`config.mk`:
```
export PLATFORM = sky130hd
export DESIGN_NAME = fp32_mul_sequencer
export DESIGN_NICKNAME = d
export VERILOG_FILES = /design/src/rtl/fp32_mul_sequencer.sv
export SDC_FILE = /design/constraint.sdc
export NUM_CORES = 1
export LEC_CHECK = 0
export ABC_AREA = 1
export CAP_MARGIN = 30
export CORE_MARGIN = 3
export CORE_UTILIZATION = 50
export DETAILED_ROUTE_END_ITERATION = 6
export PLACE_DENSITY_LB_ADDON = 0.3
export SLEW_MARGIN = 20
export SYNTH_ARGS = -nofsm -noshare
export SYNTH_HDL_FRONTEND = slang
export SYNTH_SLANG_ARGS = --single-unit
```
`constraint.sdc`:
```
create_clock -name clk -period 2.8 [get_ports clk]
set_clock_uncertainty 0.05 [all_clocks]
set_input_delay 0.56 -clock clk [delete_from_list [all_inputs] [get_ports clk]]
set_output_delay 0.56 -clock clk [all_outputs]
set_load 0.01 [all_outputs]
```
`src/rtl/fp32_mul_sequencer.sv`:
```
// Multi-cycle IEEE-754 binary32 multiplier controller: valid/ready operand intake,
// 24-step shift-add mantissa product, then normalize, round-to-nearest-even and pack.
module fp32_mul_sequencer #(
  parameter int MUL_ITERS = 24,
  parameter int BIAS      = 127
) (
  input  logic        clk,
  input  logic        rst,
  input  logic        in_valid,
  output logic        in_ready,
  input  logic [31:0] op_a,
  input  logic [31:0] op_b,
  output logic        out_valid,
  input  logic        out_ready,
  output logic [31:0] result,
  output logic        overflow,
  output logic        underflow,
  output logic        busy
);

  localparam int CW = $clog2(MUL_ITERS);
  localparam logic [CW-1:0] CNT_LAST = CW'(MUL_ITERS - 1);
  localparam logic [CW-1:0] CNT_ONE  = CW'(1);

  typedef enum logic [2:0] {
    IDLE  = 3'd0,
    MUL   = 3'd1,
    NORM  = 3'd2,
    ROUND = 3'd3,
    DONE  = 3'd4
  } state_t;

  state_t              state_r, state_s;
  logic                in_ready_r, out_valid_r, busy_r;
  logic                sign_r;
  logic [7:0]          exp_a_r, exp_b_r;
  logic [23:0]         mcand_r;
  logic [47:0]         acc_r;
  logic [CW-1:0]       cnt_r;
  logic signed [9:0]   exp_r;
  logic [23:0]         mant_r;
  logic                guard_r, sticky_r;
  logic [31:0]         result_r;
  logic                ovf_r, unf_r;

  logic                accept_s, special_s;
  logic                nan_a_s, nan_b_s, inf_a_s, inf_b_s, zero_a_s, zero_b_s;
  logic [31:0]         special_res_s;
  logic [24:0]         add_s;
  logic signed [9:0]   exp_sum_s;
  logic                rnd_s;
  logic [24:0]         mant_inc_s;
  logic [23:0]         mant_fin_s;
  logic signed [9:0]   exp_fin_s;

  assign accept_s = in_valid && in_ready_r;
  assign nan_a_s  = (op_a[30:23] == 8'hFF) && (op_a[22:0] != 23'd0);
  assign nan_b_s  = (op_b[30:23] == 8'hFF) && (op_b[22:0] != 23'd0);
  assign inf_a_s  = (op_a[30:23] == 8'hFF) && (op_a[22:0] == 23'd0);
  assign inf_b_s  = (op_b[30:23] == 8'hFF) && (op_b[22:0] == 23'd0);
  // Denormals have exponent 0 and are deliberately folded into the zero class.
  assign zero_a_s = (op_a[30:23] == 8'd0);
  assign zero_b_s = (op_b[30:23] == 8'd0);
  assign special_s = nan_a_s || nan_b_s || inf_a_s || inf_b_s || zero_a_s || zero_b_s;

  // Special-operand result selection at accept time
  always_comb begin
    special_res_s = 32'd0;
    if (nan_a_s || nan_b_s || (inf_a_s && zero_b_s) || (inf_b_s && zero_a_s)) begin
      special_res_s = 32'h7FC0_0000;
    end else if (inf_a_s || inf_b_s) begin
      special_res_s = {op_a[31] ^ op_b[31], 8'hFF, 23'd0};
    end else begin
      special_res_s = {op_a[31] ^ op_b[31], 31'd0};
    end
  end

  // Shared adder, normalization exponent and rounding arithmetic
  always_comb begin
    add_s      = {1'b0, acc_r[47:24]} + (acc_r[0] ? {1'b0, mcand_r} : 25'd0);
    exp_sum_s  = {2'b00, exp_a_r} + {2'b00, exp_b_r} - 10'(BIAS);
    rnd_s      = guard_r && (sticky_r || mant_r[0]);
    mant_inc_s = {1'b0, mant_r} + {24'd0, rnd_s};
    if (mant_inc_s[24]) begin
      mant_fin_s = 24'h80_0000;
      exp_fin_s  = exp_r + 10'sd1;
    end else begin
      mant_fin_s = mant_inc_s[23:0];
      exp_fin_s  = exp_r;
    end
  end

  // Next-state logic
  always_comb begin
    state_s = state_r;
    case (state_r)
      IDLE: begin
        if (accept_s) begin
          state_s = special_s ? DONE : MUL;
        end else begin
          state_s = IDLE;
        end
      end
      MUL: begin
        if (cnt_r == CNT_LAST) begin
          state_s = NORM;
        end else begin
          state_s = MUL;
        end
      end
      NORM:  state_s = ROUND;
      ROUND: state_s = DONE;
      DONE: begin
        if (out_ready) begin
          state_s = IDLE;
        end else begin
          state_s = DONE;
        end
      end
      default: state_s = IDLE;
    endcase
  end

  // State register and handshake/status outputs decoded from the next state
  always_ff @(posedge clk) begin
    if (rst) begin
      state_r     <= IDLE;
      in_ready_r  <= 1'b1;
      out_valid_r <= 1'b0;
      busy_r      <= 1'b0;
    end else begin
      state_r     <= state_s;
      in_ready_r  <= (state_s == IDLE);
      out_valid_r <= (state_s == DONE);
      busy_r      <= (state_s != IDLE);
    end
  end

  // Operand capture, shift-add multiply, normalize, round and result hold
  always_ff @(posedge clk) begin
    if (rst) begin
      sign_r   <= 1'b0;
      exp_a_r  <= 8'd0;
      exp_b_r  <= 8'd0;
      mcand_r  <= 24'd0;
      acc_r    <= 48'd0;
      cnt_r    <= '0;
      exp_r    <= 10'sd0;
      mant_r   <= 24'd0;
      guard_r  <= 1'b0;
      sticky_r <= 1'b0;
      result_r <= 32'd0;
      ovf_r    <= 1'b0;
      unf_r    <= 1'b0;
    end else begin
      case (state_r)
        IDLE: begin
          if (accept_s) begin
            sign_r  <= op_a[31] ^ op_b[31];
            exp_a_r <= op_a[30:23];
            exp_b_r <= op_b[30:23];
            mcand_r <= {(op_a[30:23] != 8'd0), op_a[22:0]};
            acc_r   <= {24'd0, (op_b[30:23] != 8'd0), op_b[22:0]};
            cnt_r   <= '0;
            ovf_r   <= 1'b0;
            unf_r   <= 1'b0;
            result_r <= special_s ? special_res_s : 32'd0;
          end
        end
        MUL: begin
          acc_r <= {add_s, acc_r[23:1]};
          cnt_r <= cnt_r + CNT_ONE;
        end
        NORM: begin
          if (acc_r[47]) begin
            mant_r   <= acc_r[47:24];
            guard_r  <= acc_r[23];
            sticky_r <= |acc_r[22:0];
            exp_r    <= exp_sum_s + 10'sd1;
          end else begin
            mant_r   <= acc_r[46:23];
            guard_r  <= acc_r[22];
            sticky_r <= |acc_r[21:0];
            exp_r    <= exp_sum_s;
          end
        end
        ROUND: begin
          if (exp_fin_s >= 10'sd255) begin
            result_r <= {sign_r, 8'hFF, 23'd0};
            ovf_r    <= 1'b1;
          end else if (exp_fin_s <= 10'sd0) begin
            result_r <= {sign_r, 31'd0};
            unf_r    <= 1'b1;
          end else begin
            result_r <= {sign_r, exp_fin_s[7:0], mant_fin_s[22:0]};
          end
        end
        DONE: begin
          if (out_ready) begin
            result_r <= 32'd0;
            ovf_r    <= 1'b0;
            unf_r    <= 1'b0;
          end
        end
        default: begin
          result_r <= 32'd0;
        end
      endcase
    end
  end

  assign in_ready  = in_ready_r;
  assign out_valid = out_valid_r;
  assign busy      = busy_r;
  assign result    = result_r;
  assign overflow  = ovf_r;
  assign underflow = unf_r;

endmodule

```
==> impl_metrics.tcl <==
set metrics [dict create \
    cp_cell_sequence "nor2_1 > nor2_1 > ha_2 > ha_4 > nand3_4 > nor3_4 > buf_6 > buf_8 > nand3_2 > nand2_2 > inv_1 > nand2_1 > nor2_1 > nand3_2 > o211ai_4 > buf_6 > nor2_4 > nand3_2 > a21oi_2" \
    slowest_delay_ns 0.34 \
    core_area_um2 18890 \
    finalSetupTns_ns 0 \
    critPathKind "reg -> reg" \
    start_util 0.5138 \
    worstPathRequired_ns 3.11 \
    power_leakage_nw 4.915 \
    cts_root_buf "clkbuf_16" \
    utilization 0.6387 \
    gp_congestion 0.9654 \
    ctsHtreeMaxLevel 4 \
    maxCapViolCount 0 \
    fp-row-count 50 \
    die_h_um 145.3 \
    synth_edf_count 0 \
    wl_mm 27.29 \
    crit_path_max_fanout 7 \
    antenna_found_initial 0 \
    status "complete, no violations" \
    drc 0 \
    vdd_drop_max_uv 451.5 \
    crit_family "simple AND/OR/NAND/NOR gates" \
    drive_above_1_share 0.1158 \
    ys_top_cells_by_area "dfxtp_1 35%, nand2_1 13%, a21oi_1 7.4%" \
    ioPinCount 105 \
    die_area_um2 21120 \
    r2r-end "result[19]$_SDFFE_PP0P_" \
    clock_sinks 170 \
    grt_overflow_total 0 \
    ant_nets 0 \
    ys_ff_latch 170 \
    dr.pass1.iters 5 \
    first_global_vias 8924 \
    syn_inst 1433 \
    via_count 9976 \
    slew_violations 0 \
    synth_seq_area_share 0.3506 \
    syn_nets 1547 \
    ctsHoldBuffers 0 \
    hpwl_mm 19.10 \
    hold_viol_final 0 \
    syn_area_per_cell_um2 6.774 \
    clk-insertion-delay-late_ns 0.43 \
    drtIter0Drc 712 \
    die_w_um 145.3 \
    ff_latch_area_um2 3407 \
    power_density_nw_per_um2 477.8 \
    synth_ff_type "dfxtp_1" \
    fin_nets 1664 \
    worst-slew-pin-transition_ns 0.8571 \
    clockBufferDepth 2 \
    r2r_setup_slack_ns 0.03 \
    final_cell_mix "323 x nand2_1, 169 x nor2_1, 167 x dfxtp_1, 139 x a21oi_1, 132 x o21ai_0" \
    hold_class "reg -> reg" \
    critPathCaptureType "register" \
    syn-cell-area_um2 9707 \
    holdWs_ns 0.4118 \
    worstHoldEndpoint "guard_r$_SDFFE_PP0P_" \
    multi_input_area_um2 5796 \
    fill_cells 1724 \
    avgRoutedWirePerCell_um 14.97 \
    rr_worst_depth 19 \
    grt_max_degree 85 \
    hp-start "guard_r$_SDFFE_PP0P_" \
    cp.arrival_ns 3.08 \
    cp_num_cells 19 \
    io_buffers 104 \
    crit_slowest_cell "dfxtp_2" \
    cts_buffers 17 \
    syn_to_final_growth_pct 24.31 \
    fin_crit_ns 2.765 \
    power_w 0.005765 \
    finalNonFillerCells 1823 \
    grt_pass1_wl_mm 42.91 \
    max_clock_freq_ghz 0.3616 \
    grt_util_all_layers 0.2404 \
    final_common_cell "nand2_1" \
    dp.cells 1775 \
    vias_per_cell 5.472 \
    synth.distinct_cells 49 \
    finalSetupViolCount 0 \
    antennaDiodeCount 0 \
    cts_tree "yes" \
    start_kind "register" \
    r2r_start "mant_r[0]$_SDFFE_PP0P_" \
    worst-path-buf-inv 4 \
    clkTransAtPathRegs_ns 0.07 \
    synth.top_cell.area_share 0.3506 \
    yosys_warnings 0 \
    period_share 0.9876 \
    postSynth.asyncResetShare 0 \
    yosys.area.top_type "dfxtp_1" \
    maxSlewHeadroom 0.4286 \
    hold_path_depth 2 \
    rsz0062_at_grt "true" \
]
## state kept, by name (all words and copies together), names as in the netlist, 3 cells and up
register	count
exp_b_r	8
acc_r	48
state_r	3
mcand_r	24
exp_r	10
mant_r	24
cnt_r	5
result	32
exp_a_r	8
## cells in the mapped netlist, types with 16 or more instances
cell type / count
dfxtp_1: 170
inv_1: 119
nor3_1: 20
nand3_1: 42
a21oi_1: 143
a22oi_1: 24
a31oi_1: 26
nand2_1: 334
ha_1: 44
nor2_1: 177
xor2_1: 16
o21ai_0: 138
clkbuf_1: 56
## what timing repair did
action / in CTS / in global routing
pin swaps: 2 / 21
cloned: 1 / 2
endpoints found under the setup margin: 24 / 38
buffers inserted: 2 / 10
gates resized for setup: 2 / 63
## cell type report
class                   count  share of cell area
clock buffers              20             0.03702
flip-flops and latches    170              0.2824
multi-input cells        1079              0.4803
clock inverters            12            0.008710
repair buffers            158              0.1257
inverters                 124             0.03899
well taps                 260             0.02696
## stage by stage
stage / cell area (um2) / worst slack (ns)
3_3_place_gp: 11140 / -0.04733
6_report: 12070 / 0.03476
5_1_grt: 12070 / -0.09006
4_1_cts: 11730 / 0.009011
3_5_place_dp: 11140 / -0.08940
2_1_floorplan: 9707 / 0.2624
## worst register-to-register path, stage by stage, from the launching register on
cell	delay, ns
dfxtp_2	0.34
nor2_1	0.04
nor2_1	0.11
ha_2	0.22
ha_4	0.16
nand3_4	0.09
nor3_4	0.23
buf_6	0.15
buf_8	0.13
nand3_2	0.08
nand2_2	0.07
inv_1	0.05
nand2_1	0.05
nor2_1	0.05
nand3_2	0.12
o211ai_4	0.13
buf_6	0.15
nor2_4	0.24
nand3_2	0.12
a21oi_2	0.12
## cells by family (layout without fill, tap and decap cells)
| family | Yosys count | in the layout | share of synthesized area |
|---|---|---|---|
| simple gates | 641 | 644 | 0.2829 |
| compound gates | 369 | 369 | 0.2123 |
| buf+inv | 187 | 314 | 0.07528 |
| flops | 170 | 170 | 0.3506 |
| fa+ha+maj | 46 | 46 | 0.06084 |
| xor+xnor | 20 | 20 | 0.01805 |
## routing by layer
layer  vias to the layer above  global-route usage  share of wire
li1                       5038                   -              -
met1                      4577              0.3238           0.45
met2                       313              0.4078           0.48
met3                        48             0.03644          0.051
met4                         0             0.05888          0.020
met5                         -                   0              0
## where the power goes
part           total, W  leakage [nW]  internal, W  switching (W)
clock           0.00222         0.270      0.00119        0.00103
combinational  0.000920          3.26     0.000377       0.000543
sequential      0.00263          1.39      0.00254      0.0000821
total           0.00577          4.92      0.00411        0.00166
## how the worst max path moves through the flow
| stage | start | endpoint | slack [ns] |
|---|---|---|---|
| after detailed placement | op_b[0] | busy$_SDFF_PP0_ | -0.09 |
| after CTS | mant_r[0]$_SDFFE_PP0P_ | result[8]$_SDFFE_PP0P_ | 0.009 |
| after global placement | op_b[2] | busy$_SDFF_PP0_ | -0.05 |
| after global routing | mant_r[0]$_SDFFE_PP0P_ | result[8]$_SDFFE_PP0P_ | -0.09 |
| after floorplan | acc_r[0]$_SDFFE_PP0P_ | acc_r[47]$_SDFFE_PP0P_ | 0.26 |
| final | mant_r[0]$_SDFFE_PP0P_ | result[19]$_SDFFE_PP0P_ | 0.03 |
No activity file was read; power rests on OpenSTA's default activity.
